`src/rtl/amstrad_mmu_gen.sv`:
```
// amstrad_mmu_gen: CPC memory management unit.
// Decodes gate-array RMR, PAL MMR and upper-ROM-select I/O writes and maps the
// Z80 address onto a flat SDRAM address (ROM images, base 64 KB, RAM expansion).
// Optional build macro: AMSTRAD_MMU_PLUS_EN adds the CPC Plus ASIC unlock
// sequencer and RMR2 lower-ROM relocation.
module amstrad_mmu_gen #(
    parameter int PAGE_BITS  = 5,
    parameter int EXT_OFFSET = 3,
    parameter int BASE_PAGE  = 2
) (
    input  logic         CLK,
    input  logic         reset,
    input  logic         ram64k,
    input  logic [255:0] rom_map,
    input  logic         mem_WR,
    input  logic         io_WR,
    input  logic [7:0]   D,
    input  logic [15:0]  A,
    output logic [22:0]  ram_A,
    output logic         plus_unlocked
);

    localparam int XB = PAGE_BITS - 3;
    localparam logic [PAGE_BITS-1:0] BASE_PG = PAGE_BITS'(BASE_PAGE);
    localparam logic [PAGE_BITS-1:0] EXT_OFS = PAGE_BITS'(EXT_OFFSET);

    logic                 old_wr;
    logic                 we;
    logic                 rmr_hit, rmr2_sel, mmr_hit, rom_hit;
    logic                 lower_rom_en, upper_rom_en;
    logic [2:0]           ram_map;
    logic [PAGE_BITS-1:0] ram_page;
    logic [PAGE_BITS-1:0] page_next;
    logic [7:0]           rom_bank;
    logic [1:0]           lrom_loc;
    logic [2:0]           lrom_bank;
    logic                 unlocked;
    logic [1:0]           bank;
    logic [8:0]           t_field;

    assign we        = io_WR & ~old_wr;
    assign rmr_hit   = we && (A[15:14] == 2'b01) && (D[7:6] == 2'b10);
    assign mmr_hit   = we && !A[15] && (D[7:6] == 2'b11) && !ram64k;
    assign rom_hit   = we && !A[13];
    assign page_next = {~A[8+XB-1:8], D[5:3]} + EXT_OFS;
    assign bank      = A[15:14];

`ifdef AMSTRAD_MMU_PLUS_EN
    logic [4:0] seq_cnt;
    logic [7:0] seq_byte;

    // Expected unlock byte for the current sequencer position
    always_comb begin
        seq_byte = 8'h00;
        case (seq_cnt)
            5'd0:    seq_byte = 8'hFF;
            5'd1:    seq_byte = 8'h00;
            5'd2:    seq_byte = 8'hFF;
            5'd3:    seq_byte = 8'h77;
            5'd4:    seq_byte = 8'hB3;
            5'd5:    seq_byte = 8'h51;
            5'd6:    seq_byte = 8'hA8;
            5'd7:    seq_byte = 8'hD4;
            5'd8:    seq_byte = 8'h62;
            5'd9:    seq_byte = 8'h39;
            5'd10:   seq_byte = 8'h9C;
            5'd11:   seq_byte = 8'h46;
            5'd12:   seq_byte = 8'h2B;
            5'd13:   seq_byte = 8'h15;
            5'd14:   seq_byte = 8'h8A;
            5'd15:   seq_byte = 8'hCD;
            default: seq_byte = 8'h00;
        endcase
    end

    assign rmr2_sel = unlocked && D[5];

    // ASIC unlock sequencer and RMR2 lower-ROM relocation registers
    always_ff @(posedge CLK) begin
        if (reset) begin
            seq_cnt   <= '0;
            unlocked  <= 1'b0;
            lrom_loc  <= '0;
            lrom_bank <= '0;
        end else begin
            if (we && (A[15:8] == 8'hBC)) begin
                if (seq_cnt == 5'd16) begin
                    unlocked <= (D == 8'hEE);
                    seq_cnt  <= '0;
                end else if (D == seq_byte) begin
                    seq_cnt <= seq_cnt + 5'd1;
                end else begin
                    seq_cnt <= (D == 8'hFF) ? 5'd1 : 5'd0;
                end
            end
            if (rmr_hit && rmr2_sel) begin
                lrom_bank <= D[2:0];
                lrom_loc  <= (D[4:3] == 2'b11) ? 2'b00 : D[4:3];
            end
        end
    end
`else
    assign unlocked  = 1'b0;
    assign rmr2_sel  = 1'b0;
    assign lrom_loc  = 2'b00;
    assign lrom_bank = 3'b000;
`endif

    assign plus_unlocked = unlocked;

    // Write-edge detector and gate-array / PAL / ROM-select registers
    always_ff @(posedge CLK) begin
        if (reset) begin
            old_wr       <= 1'b0;
            lower_rom_en <= 1'b1;
            upper_rom_en <= 1'b1;
            ram_map      <= '0;
            ram_page     <= EXT_OFS;
            rom_bank     <= '0;
        end else begin
            old_wr <= io_WR;
            if (rmr_hit && !rmr2_sel) begin
                lower_rom_en <= ~D[2];
                upper_rom_en <= ~D[3];
            end
            if (mmr_hit) begin
                ram_map  <= D[2:0];
                ram_page <= page_next;
            end
            if (rom_hit)
                rom_bank <= rom_map[D] ? D : 8'h00;
        end
    end

    // Address translation: first matching rule wins
    always_comb begin
        t_field = '0;
        if (lower_rom_en && !mem_WR && (bank == lrom_loc))
            t_field = 9'(lrom_bank);
        else if (upper_rom_en && !mem_WR && (bank == 2'b11))
            t_field = {1'b1, rom_bank};
        else if ((ram_map == 3'b010) ||
                 (((ram_map == 3'b001) || (ram_map == 3'b011)) && (bank == 2'b11)))
            t_field = 9'({ram_page, bank});
        else if ((ram_map == 3'b011) && (bank == 2'b01))
            t_field = 9'({BASE_PG, 2'b11});
        else if (ram_map[2] && (bank == 2'b01))
            t_field = 9'({ram_page, ram_map[1:0]});
        else
            t_field = 9'({BASE_PG, bank});
    end

    // Registered SDRAM address
    always_ff @(posedge CLK) begin
        if (reset)
            ram_A <= '0;
        else
            ram_A <= {t_field, A[13:0]};
    end

endmodule

```
`config.mk`:
```
export PLATFORM = sky130hd
export DESIGN_NAME = amstrad_mmu_gen
export DESIGN_NICKNAME = d
export VERILOG_FILES = /design/src/rtl/amstrad_mmu_gen.sv
export SDC_FILE = /design/constraint.sdc
export NUM_CORES = 1
export LEC_CHECK = 0
export CAP_MARGIN = 10
export CORE_AREA = 2 2 121 123
export CTS_BUF_LIST = sky130_fd_sc_hd__clkbuf_8 sky130_fd_sc_hd__clkbuf_16
export DETAILED_ROUTE_END_ITERATION = 10
export DIE_AREA = 0 0 123 125
export PLACE_DENSITY = 0.7
export SLEW_MARGIN = 40
export SYNTH_ARGS = -nofsm -noshare
export SYNTH_HDL_FRONTEND = slang
export SYNTH_SLANG_ARGS = --single-unit
```
`constraint.sdc`:
```
create_clock -name CLK -period 2.7 [get_ports CLK]
set_clock_uncertainty 0.15 [all_clocks]
set_input_delay 0.54 -clock CLK [delete_from_list [all_inputs] [get_ports CLK]]
set_output_delay 0.54 -clock CLK [all_outputs]
set_load 0.05 [all_outputs]
```
==> summary.md <==
| Metric | Value |
|---|---|
| Status | completed |
| Worst EP arrival | 2.64 ns |
| Minimum hold slack | 0.3200 ns |
| Grt ovf | 0 |
| CP required | 2.72 ns |
| Residual DRC | 0 |
| DIE AREA | 15380 µm² |
| Avg WL per Cell | 21.06 µm |
| Least-Margin Pin Slew | 0.5700 ns |
| Maximum vdd drop | 0.0002001 V |
| Final std cells w/o fill | 829 |
| Synth Area in XOR/XNOR | 0.7249% |
| Sequential fraction of the synthesis area | 23.20% |
| Share of cells above drive strength 1 | 22.08% |
| Initial DRT Pass Iterations | 4 |
| Port Buf Inserts | 307 |
| Tot GR Track Use | 21.67% |
| Max Buffers Root-to-Sink | 2 |
| Finished Cell Area | 7463 µm² |
| H-tree Lvls | 2 |
| CTS tree | done |
| Clock-pin slew on the worst setup and hold paths | 0.06 ns |
| Hold Violations, Final | 0 |
| Commonest non-fill, non-tap cells in the layout | 222 x clkdlybuf4s50_1, 59 x mux4_2, 47 x dlymetal6s2s_1 |
| Initial Utilization | 25.52% |
| Die Span Y | 125 µm |
| Mux cell area share after synthesis | 45.77% |
| Nets@finish | 928 |
| Largest net degree at the start of global routing | 28 |
| Vias in the first global route | 4519 |
| Crit. End Element | flip-flop |
| Reg area | 840.8 µm² |
| Postcts setup bufs | 0 |
| Post-synth EDFFs | 0 |
| Final HPWL DP | 15040 µm |
| Slowest stage cell, crit path | mux4_2 |
| Initial antenna violation count | 1 |
| Yosys reg bits | 42 |
| Synth Area in Compound Gates | 13.46% |
| TNS Setup | 0 ns |
| Max-cap viol count | 0 |
| Worst stage delay on the critical path | 0.48 ns |
| Main combinational cell family by area after synthesis | multiplexers |
| Rel. slew slack | 61.86% |
| Drt via density | 5.013 |
| FMAX | 0.3827 GHz |
| Multi-input logic area | 2645 µm² |
| Num CTS Buffers | 5 |
| RSZ-0062 raised after global routing | no |
| Clk_lat worst skew | 0.28 ns |
| Clk sinks | 42 |
| Leak Pwr | 3.239 nW |
| Site row count | 44 |
| Synth area leader | mux4_2 |
| Max Slew Vio Count | 0 |
| Worst min-delay path class | reg -> reg |
| Adder-cell share of the synthesized area | 0.3452% |
| CP Cell Sequence | clkdlybuf4s50_1, mux4_2, a22oi_2, a211oi_2, a221o_1, o211ai_2, a31oi_4, a22o_1 |
| YS warnings | 0 |
| Core box area | 14200 µm² |
| Final Cycle Share | 96.78% |
| Crit path kind | in -> reg |
| Post-Route WL | 17460 µm |
| Worst setup SP type | input port |
| Setup Viol. Count Final | 0 |
| Syn-to-layout area delta | 105.9% |
| Power Dens Cells | 295.3 nW/µm² |
| Gpl congestion | 0.9060 |
| Post-synth ARST share | 0% |
| DRT iter0 DRCs | 165 |
| Dominant synthesized flop cell | dfxtp_1 |
| CP top delay family | compound AO/OA/AOI/OAI gates |
| Via Count | 4156 |
| Die X | 123 µm |
| Commonest non-fill, non-tap cell in the layout | clkdlybuf4s50_1 |
| Root Buffer | clkbuf_16 |
| Cts hold-fix bufs | 0 |
| Final min period | 2.613 ns |
| Placed Cells incl. Taps | 818 |
| First-pass GRT wire length | 25090 µm |
| Synth unique cells | 53 |
| Synth Area in Simple Gates | 11.53% |
| # IOs | 309 |
| CP bufs+invs | 1 |
| Syn_nets | 594 |
| Post-Syn Area | 3625 µm² |
| Routed Antenna Nets | 0 |
| Post-Synthesis Cells | 308 |
| Filler cells | 1231 |
| Post-synth top area share | 32.93% |
| Placement Cell Area | 7153 µm² |
| Synth Area per Inst | 11.77 µm² |
| Worst-path fanout max | 7 |
| Top post-synthesis cells by area | mux4_2 33%, dfxtp_1 23%, mux2i_1 6.6% |
area by class of cell:
type / instances / share of cell area (%)
diodes: 2 / 0.06706
clock buffers: 5 / 1.676
clock inverters: 3 / 0.2515
inverters: 5 / 0.2515
multi-input cells: 234 / 35.44
flip-flops and latches: 42 / 11.27
well taps: 184 / 3.085
repair buffers: 354 / 47.96
what timing repair did:
item | in CTS | in global routing
cloned | 0 | 1
gates resized for setup | 54 | 55
setup endpoints to repair | 8 | 7
pin swaps | 9 | 12
synthesized netlist by cell type (2+ instances only):
cell type,number
clkbuf_1,11
nand3b_1,3
xnor2_1,2
a21oi_1,6
inv_1,5
buf_4,5
buf_1,3
nand4_1,3
nand3_1,3
buf_2,5
mux2i_1,24
mux4_2,53
dfxtp_1,42
mux2_2,6
a22o_1,17
o21ai_0,3
nor2_1,28
a22oi_1,6
buf_6,2
nor3_1,2
mux4_1,6
nor2b_1,20
o211ai_1,4
a211o_1,4
nand4b_1,2
nand2b_1,2
o22ai_1,6
nand2_1,10
power breakdown:
group | switching, mW | leakage [nW] | internal [mW]
registers | 0.00819 | 0.344 | 0.642
logic | 0.347 | 2.82 | 0.633
clock network | 0.232 | 0.0740 | 0.342
metal layers:
| layer | vias to the layer above | GRT usage [%] | wire length (µm) |
|---|---|---|---|
| li1 | 1924 | - | - |
| met1 | 2014 | 26.81 | 7056 |
| met2 | 196 | 38.35 | 8888 |
| met3 | 22 | 4.562 | 1237 |
| met4 | 0 | 4.813 | 275 |
| met5 | - | 0 | 0 |
cells by family after synthesis:
| group | count (synthesis) |
|---|---|
| xor gates and xnor gates | 3 |
| buffers and inverters | 32 |
| DFF | 42 |
| and+or+nand+nor | 80 |
| adders and majority gates | 1 |
| muxes | 89 |
| other | 1 |
| AOI/OAI and AO/OA | 60 |
registers in the layout, summed over array words and instances (netlist names):
| signal | count |
|---|---|
| old_wr | 1 |
| ram_page | 5 |
| ram_map | 3 |
| ram_A | 23 |
| rom_bank | 8 |
| upper_rom_en | 1 |
| lower_rom_en | 1 |
metrics by stage:
| step | total power, mW | setup WS [ns] | util (%) |
|---|---|---|---|
| 2_1_floorplan | 1.069 | -0.04825 | - |
| 3_3_place_gp | 1.634 | -0.5770 | 50.36 |
| 3_5_place_dp | 1.645 | -0.5763 | 50.36 |
| 4_1_cts | 2.225 | 0.0003642 | 51.32 |
| 5_1_grt | 2.301 | 0.006872 | 52.53 |
| 6_report | 2.204 | 0.08707 | 52.55 |
path summary, 6_finish.rpt:
kind                 from     endpoint  slack [ns]  cells past startpoint
max reg2reg        old_wr  rom_bank[0]        1.12                      4
max          rom_map[154]  rom_bank[0]        0.09                      8
min           ram_page[2]    ram_A[18]        0.32                      1
min reg2reg   ram_page[2]    ram_A[18]        0.32                      1
(Power assumes the default switching activity.)
